## config.mk

```make
export PLATFORM = sky130hd
export DESIGN_NAME = arrow_ctrl_flat
export DESIGN_NICKNAME = d
export VERILOG_FILES = /design/src/rtl/arrow_ctrl_if.sv /design/src/rtl/arrow_ctrl.sv /design/src/flat_wrapper.sv
export SDC_FILE = /design/constraint.sdc
export NUM_CORES = 1
export LEC_CHECK = 0
export ABC_AREA = 0
export CAP_MARGIN = 20
export CORE_UTILIZATION = 58
export CTS_BUF_LIST = sky130_fd_sc_hd__clkbuf_8
export DETAILED_ROUTE_END_ITERATION = 7
export HOLD_SLACK_MARGIN = 0.15
export PLACE_DENSITY = 0.79
export SYNTH_ARGS = -nofsm -noshare
export SYNTH_HDL_FRONTEND = slang
export SYNTH_SLANG_ARGS = --single-unit
```

## constraint.sdc

```tcl
create_clock -name vgaclk -period 4.85 [get_ports vgaclk]
set_clock_uncertainty 0.2 [all_clocks]
set_input_delay 0.485 -clock vgaclk [delete_from_list [all_inputs] [get_ports vgaclk]]
set_output_delay 0.485 -clock vgaclk [all_outputs]
set_load 0.05 [all_outputs]
```

## src/rtl/arrow_ctrl_if.sv

```systemverilog
// Pixel-timing, button and arrow-control signals shared between the timing/input side and arrow_ctrl.
interface arrow_ctrl_if;
  logic       pixelEN;
  logic [9:0] hcount;
  logic [9:0] vcount;
  logic       btn_up;
  logic       btn_down;
  logic       btn_sel;
  logic       romEN;
  logic       isarrow;
  logic       movearrow;
  logic [1:0] item;
  logic       select_pulse;

  modport master (
    output pixelEN, hcount, vcount, btn_up, btn_down, btn_sel,
    input  romEN, isarrow, movearrow, item, select_pulse
  );

  modport slave (
    input  pixelEN, hcount, vcount, btn_up, btn_down, btn_sel,
    output romEN, isarrow, movearrow, item, select_pulse
  );
endinterface

```

## src/rtl/arrow_ctrl.sv

```systemverilog
// Menu-cursor controller: debounced up/down/select, cursor moves committed at vblank start.
// romEN/isarrow lag hcount/vcount by one pixelEN; movearrow/select_pulse are single-cycle pulses.
module arrow_ctrl #(
  parameter int ARROW_X         = 200,
  parameter int ITEM_Y0         = 150,
  parameter int ITEM_PITCH      = 60,
  parameter int NUM_ITEMS       = 4,
  parameter int ARROW_W         = 30,
  parameter int ARROW_H         = 30,
  parameter int H_ACTIVE        = 640,
  parameter int V_ACTIVE        = 480,
  parameter int DEBOUNCE_CYCLES = 500000
) (
  input  logic        vgaclk,
  input  logic        reset,
  arrow_ctrl_if.slave bus
);

  typedef enum logic [1:0] {IDLE, WAIT_VB, COMMIT, SELECTED} state_t;

  localparam logic [19:0] DB_LAST   = 20'(DEBOUNCE_CYCLES - 1);
  localparam logic [1:0]  LAST_ITEM = 2'(NUM_ITEMS - 1);

  logic [2:0]  sync1, sync2, deb, deb_d, press;
  logic [19:0] cnt [3];
  state_t      state, state_nxt;
  logic [1:0]  item_q, pending, pending_nxt;
  logic        move_up, move_down, sel_press;
  logic        sel_pulse, mv_pulse, vblank_start;
  logic [10:0] hpos, vpos, ytop;
  logic        in_active, in_box;
  logic        rom_q, arrow_q;

  function automatic logic [1:0] step_up(input logic [1:0] x);
    return (x == 2'd0) ? LAST_ITEM : x - 2'd1;
  endfunction

  function automatic logic [1:0] step_down(input logic [1:0] x);
    return (x == LAST_ITEM) ? 2'd0 : x + 2'd1;
  endfunction

  // Bit order in the button vectors: 0 = up, 1 = down, 2 = select.
  always_ff @(posedge vgaclk or posedge reset) begin
    if (reset) begin
      sync1 <= '0;
      sync2 <= '0;
      deb   <= '0;
      deb_d <= '0;
      for (int i = 0; i < 3; i++) cnt[i] <= '0;
    end else begin
      sync1 <= {bus.btn_sel, bus.btn_down, bus.btn_up};
      sync2 <= sync1;
      deb_d <= deb;
      for (int i = 0; i < 3; i++) begin
        if (sync2[i] == deb[i]) begin
          cnt[i] <= '0;
        end else if (cnt[i] == DB_LAST) begin
          deb[i] <= ~deb[i];
          cnt[i] <= '0;
        end else begin
          cnt[i] <= cnt[i] + 20'd1;
        end
      end
    end
  end

  assign press     = deb & ~deb_d;
  assign move_up   = press[0] & ~press[1];
  assign move_down = press[1] & ~press[0];
  assign sel_press = press[2];

  assign vblank_start = bus.pixelEN && (bus.hcount == 10'd0) && (bus.vcount == 10'(V_ACTIVE));

  always_comb begin
    state_nxt   = state;
    pending_nxt = pending;
    sel_pulse   = 1'b0;
    mv_pulse    = 1'b0;
    case (state)
      IDLE: begin
        if (sel_press) begin
          sel_pulse = 1'b1;
          state_nxt = SELECTED;
        end else if (move_up) begin
          pending_nxt = step_up(item_q);
          state_nxt   = WAIT_VB;
        end else if (move_down) begin
          pending_nxt = step_down(item_q);
          state_nxt   = WAIT_VB;
        end
      end
      WAIT_VB: begin
        if (move_up)        pending_nxt = step_up(pending);
        else if (move_down) pending_nxt = step_down(pending);
        if (vblank_start) state_nxt = COMMIT;
      end
      COMMIT: begin
        mv_pulse  = 1'b1;
        state_nxt = IDLE;
      end
      SELECTED: begin
        if (!deb[2]) state_nxt = IDLE;
      end
      default: state_nxt = IDLE;
    endcase
  end

  always_ff @(posedge vgaclk or posedge reset) begin
    if (reset) begin
      state   <= IDLE;
      pending <= '0;
      item_q  <= '0;
    end else begin
      state   <= state_nxt;
      pending <= pending_nxt;
      if (state == COMMIT) item_q <= pending;
    end
  end

  // item only changes right after vblank_start, so the box position is fixed for a whole frame.
  assign hpos      = {1'b0, bus.hcount};
  assign vpos      = {1'b0, bus.vcount};
  assign ytop      = 11'(ITEM_Y0) + 11'(item_q) * 11'(ITEM_PITCH);
  assign in_active = (hpos < 11'(H_ACTIVE)) && (vpos < 11'(V_ACTIVE));
  assign in_box    = in_active
                  && (hpos >= 11'(ARROW_X)) && (hpos <= 11'(ARROW_X + ARROW_W - 1))
                  && (vpos >= ytop) && (vpos <= ytop + 11'(ARROW_H - 1));

  always_ff @(posedge vgaclk or posedge reset) begin
    if (reset) begin
      rom_q   <= 1'b0;
      arrow_q <= 1'b0;
    end else if (bus.pixelEN) begin
      rom_q   <= in_active;
      arrow_q <= in_box;
    end
  end

  assign bus.romEN        = rom_q;
  assign bus.isarrow      = arrow_q;
  assign bus.movearrow    = mv_pulse;
  assign bus.select_pulse = sel_pulse;
  assign bus.item         = item_q;

endmodule

```

## src/flat_wrapper.sv

```systemverilog
// flat-port wrapper written by rule: the top's interface ports become plain ports
module arrow_ctrl_flat 
#(
  parameter int ARROW_X         = 200,
  parameter int ITEM_Y0         = 150,
  parameter int ITEM_PITCH      = 60,
  parameter int NUM_ITEMS       = 4,
  parameter int ARROW_W         = 30,
  parameter int ARROW_H         = 30,
  parameter int H_ACTIVE        = 640,
  parameter int V_ACTIVE        = 480,
  parameter int DEBOUNCE_CYCLES = 500000
)
  (vgaclk, reset, bus_pixelEN, bus_hcount, bus_vcount, bus_btn_up, bus_btn_down, bus_btn_sel, bus_romEN, bus_isarrow, bus_movearrow, bus_item, bus_select_pulse);
  arrow_ctrl_if bus_i ();
  input  logic vgaclk;
  input  logic reset;
  input wire logic [$bits(bus_i.pixelEN)-1:0] bus_pixelEN;
  input wire logic [$bits(bus_i.hcount)-1:0] bus_hcount;
  input wire logic [$bits(bus_i.vcount)-1:0] bus_vcount;
  input wire logic [$bits(bus_i.btn_up)-1:0] bus_btn_up;
  input wire logic [$bits(bus_i.btn_down)-1:0] bus_btn_down;
  input wire logic [$bits(bus_i.btn_sel)-1:0] bus_btn_sel;
  output wire logic [$bits(bus_i.romEN)-1:0] bus_romEN;
  output wire logic [$bits(bus_i.isarrow)-1:0] bus_isarrow;
  output wire logic [$bits(bus_i.movearrow)-1:0] bus_movearrow;
  output wire logic [$bits(bus_i.item)-1:0] bus_item;
  output wire logic [$bits(bus_i.select_pulse)-1:0] bus_select_pulse;
  assign bus_i.pixelEN = bus_pixelEN;
  assign bus_i.hcount = bus_hcount;
  assign bus_i.vcount = bus_vcount;
  assign bus_i.btn_up = bus_btn_up;
  assign bus_i.btn_down = bus_btn_down;
  assign bus_i.btn_sel = bus_btn_sel;
  assign bus_romEN = bus_i.romEN;
  assign bus_isarrow = bus_i.isarrow;
  assign bus_movearrow = bus_i.movearrow;
  assign bus_item = bus_i.item;
  assign bus_select_pulse = bus_i.select_pulse;
  arrow_ctrl #(.ARROW_X(ARROW_X), .ITEM_Y0(ITEM_Y0), .ITEM_PITCH(ITEM_PITCH), .NUM_ITEMS(NUM_ITEMS), .ARROW_W(ARROW_W), .ARROW_H(ARROW_H), .H_ACTIVE(H_ACTIVE), .V_ACTIVE(V_ACTIVE), .DEBOUNCE_CYCLES(DEBOUNCE_CYCLES)) u_core (.vgaclk(vgaclk), .reset(reset), .bus(bus_i));
endmodule
```

==> results.cfg <==
[place]
dp_cells = 570
gp_congestion = 0.795
hpwlAfterDp_mm = 5.61
dp_slack_ns = 1.95
portBuffers = 31

[worst_setup_path]
crit_arrival_ns = 2.95
cp_max_fo = 10
end_kind = register
worstSetupStartpointType = register
r2r-start = u_core.bus.item[0]$_DFFE_PP0P_
cp.required_ns = 4.89
r2r_cells = 8
rrSetupSlack_ns = 1.94
path_cells = inv_1 -> ha_1 -> mux2i_1 -> ha_1 -> a2111oi_0 -> o21ai_0 -> a31oi_1 -> a211oi_1
cpPeakStageDelay_ns = 0.55
critPathKind = reg -> reg
r2r-end = u_core.bus.isarrow$_DFFE_PP0P_
crit_slowest_cell = dfrtp_1
crit_top_cell = ha_1

[yosys]
synth.distinct_cells = 42
seq_area_frac_synth = 0.460
synthCells = 447
synthFlopType = dfrtp_1
yosys-top-cells-count = dfrtp_1, nor2_1, xor2_1
yosys_warnings = 0
yosysTopAreaCell = dfrtp_1
synth_edf_count = 0
ys_ff_latch = 80
netlist_area_um2 = 4350
synth.area.top_cells = dfrtp_1, ha_1, xor2_1
async_flop_share = 1.00
synthesis.nets = 500
synth_top_area_frac = 0.460
avgSynthCellArea_um2 = 9.74

[cells_and_area]
antenna_cells = 0
multi_input_area_um2 = 2230
fin_util = 0.677
drive_above_1_share = 0.0554
area_growth_pct = 12.9
seq_area_um2 = 2000
fill_cells = 581
nNetsFinal = 535
final_cells = 586

[power_and_ir_drop]
power_density_nw_per_um2 = 246
vdd_drop_max_mv = 0.262
power_mw = 1.21
p_leak_nw = 2.11

[drt]
wl_per_cell_um = 13.1
first_iter_violations = 139
drc = 0
vias = 3152
antenna_left = 0
wl_mm = 7.71
first_pass_iters = 4
via_per_inst = 5.38

[sta]
tns_ns = 0
fmax_mhz = 344
tightestPinTransition_ns = 0.848
relSlewSlack = 0.431
finalHoldViolCount = 0
slew_viol_final = 0
min_period_over_period = 0.599
fin_ws_ns = 1.94
post-route-min-period_ns = 2.91
rsz0062_at_grt = no
finalSetupViolCount = 0

[global_route]
grt_usage = 0.225
grt_pass1_vias = 3082
grt_pass1_wl_mm = 13.4
grt_start_max_net_pins = 45
grt_overflow = 0
grt_antenna_before_repair = 0

[die]
design.die.area_um2 = 7860
io_pins = 32
num_rows = 31
core_region_area_um2 = 7250
start_util = 0.600
dieWidth_um = 88.6
die_height_um = 88.6

[clock_tree]
clkLatencyLatePin_ns = 0.36
clock_path_buffers = 2
cts_root_buffer = clkbuf_8
cts_resized = 0
clk_pin_slew_ns = 0.09
cts_buffers = 9
post-cts-setup-buffers = 0
numClockSinks = 80
ctsHoldBuffers = 0
h-tree-depth = 3
cts_tree = done

[worst_hold_path]
min_from = u_core.sync1[0]$_DFF_PP0_
hold-path-endpoint = u_core.sync2[0]$_DFF_PP0_
hold_path_depth = 0
hp-class = reg -> reg

[run]
cap_violations = 0

[outcome]
status = completed
## sequential cells by signal, summed over array words and instances (netlist names), 2 cells and up
name             flops
u_core.sync1         3
u_core.pending       2
u_core.deb_d         3
u_core.deb           3
u_core.bus.item      2
u_core.cnt          60
u_core.sync2         3
u_core.state         2
## worst max-delay path by stage
stage,from,endpoint,slack [ns],cells after the start
after floorplan,u_core.bus.item[0]$_DFFE_PP0P_,u_core.bus.isarrow$_DFFE_PP0P_,1.88,10
after global placement,u_core.bus.item[0]$_DFFE_PP0P_,u_core.bus.isarrow$_DFFE_PP0P_,2.02,8
after detailed placement,u_core.bus.item[0]$_DFFE_PP0P_,u_core.bus.isarrow$_DFFE_PP0P_,1.95,8
after global routing,u_core.bus.item[0]$_DFFE_PP0P_,u_core.bus.isarrow$_DFFE_PP0P_,1.68,8
final,u_core.bus.item[0]$_DFFE_PP0P_,u_core.bus.isarrow$_DFFE_PP0P_,1.94,8
after CTS,u_core.bus.item[0]$_DFFE_PP0P_,u_core.bus.isarrow$_DFFE_PP0P_,1.93,8
## per-layer routing
layer | global-route usage | vias to the layer above | wire length, um
met2 | 0.375 | 45 | 3630
met3 | 0.0588 | 12 | 334
li1 | - | 1600 | -
met5 | 0 | - | 0
met1 | 0.280 | 1495 | 3600
met4 | 0.0938 | 0 | 140
## report_power, final
group | internal (mW) | total, mW | leakage [nW] | switching [mW]
sequential | 0.676 | 0.683 | 1.10 | 0.00756
clock | 0.190 | 0.447 | 0.0798 | 0.258
combinational | 0.0352 | 0.0797 | 0.932 | 0.0445
## cell usage in the layout, fill, tap and decap left out, types with 3 or more instances in the layout
master           instances
nor2_1                  80
dfrtp_1                 80
xor2_1                  35
xnor2_1                 32
nand2_1                 32
clkdlybuf4s50_1         31
ha_1                    27
nand3_1                 25
nand4_1                 17
inv_1                   16
nor3_1                  11
clkbuf_8                 9
nor2b_1                  8
nor4_1                   8
o21ai_0                  8
and4_1                   7
and3_1                   6
nand2b_1                 4
mux2_2                   4
a21oi_1                  4
a211oi_1                 4
clkinvlp_4               4
mux2i_1                  3
a21o_1                   3
a31oi_1                  3
## per-stage QoR
| step | area, um^2 | hold WS [ns] |
|---|---|---|
| 3_3_place_gp | 4730 | 0.134 |
| 2_1_floorplan | 4350 | 0.131 |
| 3_5_place_dp | 4730 | 0.137 |
| 5_1_grt | 4910 | 0.168 |
| 6_report | 4910 | 0.156 |
| 4_1_cts | 4910 | 0.156 |
## area by class of cell
class                           instances  area share
Clock buffer                            9      0.0252
Multi-Input combinational cell        342       0.453
Tap cell                               99      0.0252
Sequential cell                        80       0.407
Clock inverter                          7      0.0112
Timing Repair Buffer                   32      0.0647
Inverter                               17      0.0132
## logic make-up (layout without fill, tap and decap cells)
family | Yosys count | count (layout) | share of synthesized area
AOI/OAI and AO/OA | 29 | 29 | 0.0428
xor gates and xnor gates | 67 | 67 | 0.135
adders and majority gates | 27 | 27 | 0.0776
buffers and inverters | 25 | 65 | 0.0287
DFF | 80 | 80 | 0.460
muxes | 7 | 7 | 0.0172
and+or+nand+nor | 212 | 212 | 0.239
## critical path, delay by kind of cell (launching register included)
kind | cells | cell delay [ns]
AOI/OAI and AO/OA | 4 | 0.69
adders and majority gates | 2 | 0.75
DFF | 1 | 0.55
muxes | 1 | 0.36
buffers and inverters | 1 | 0.21
(Power assumes the default switching activity.)
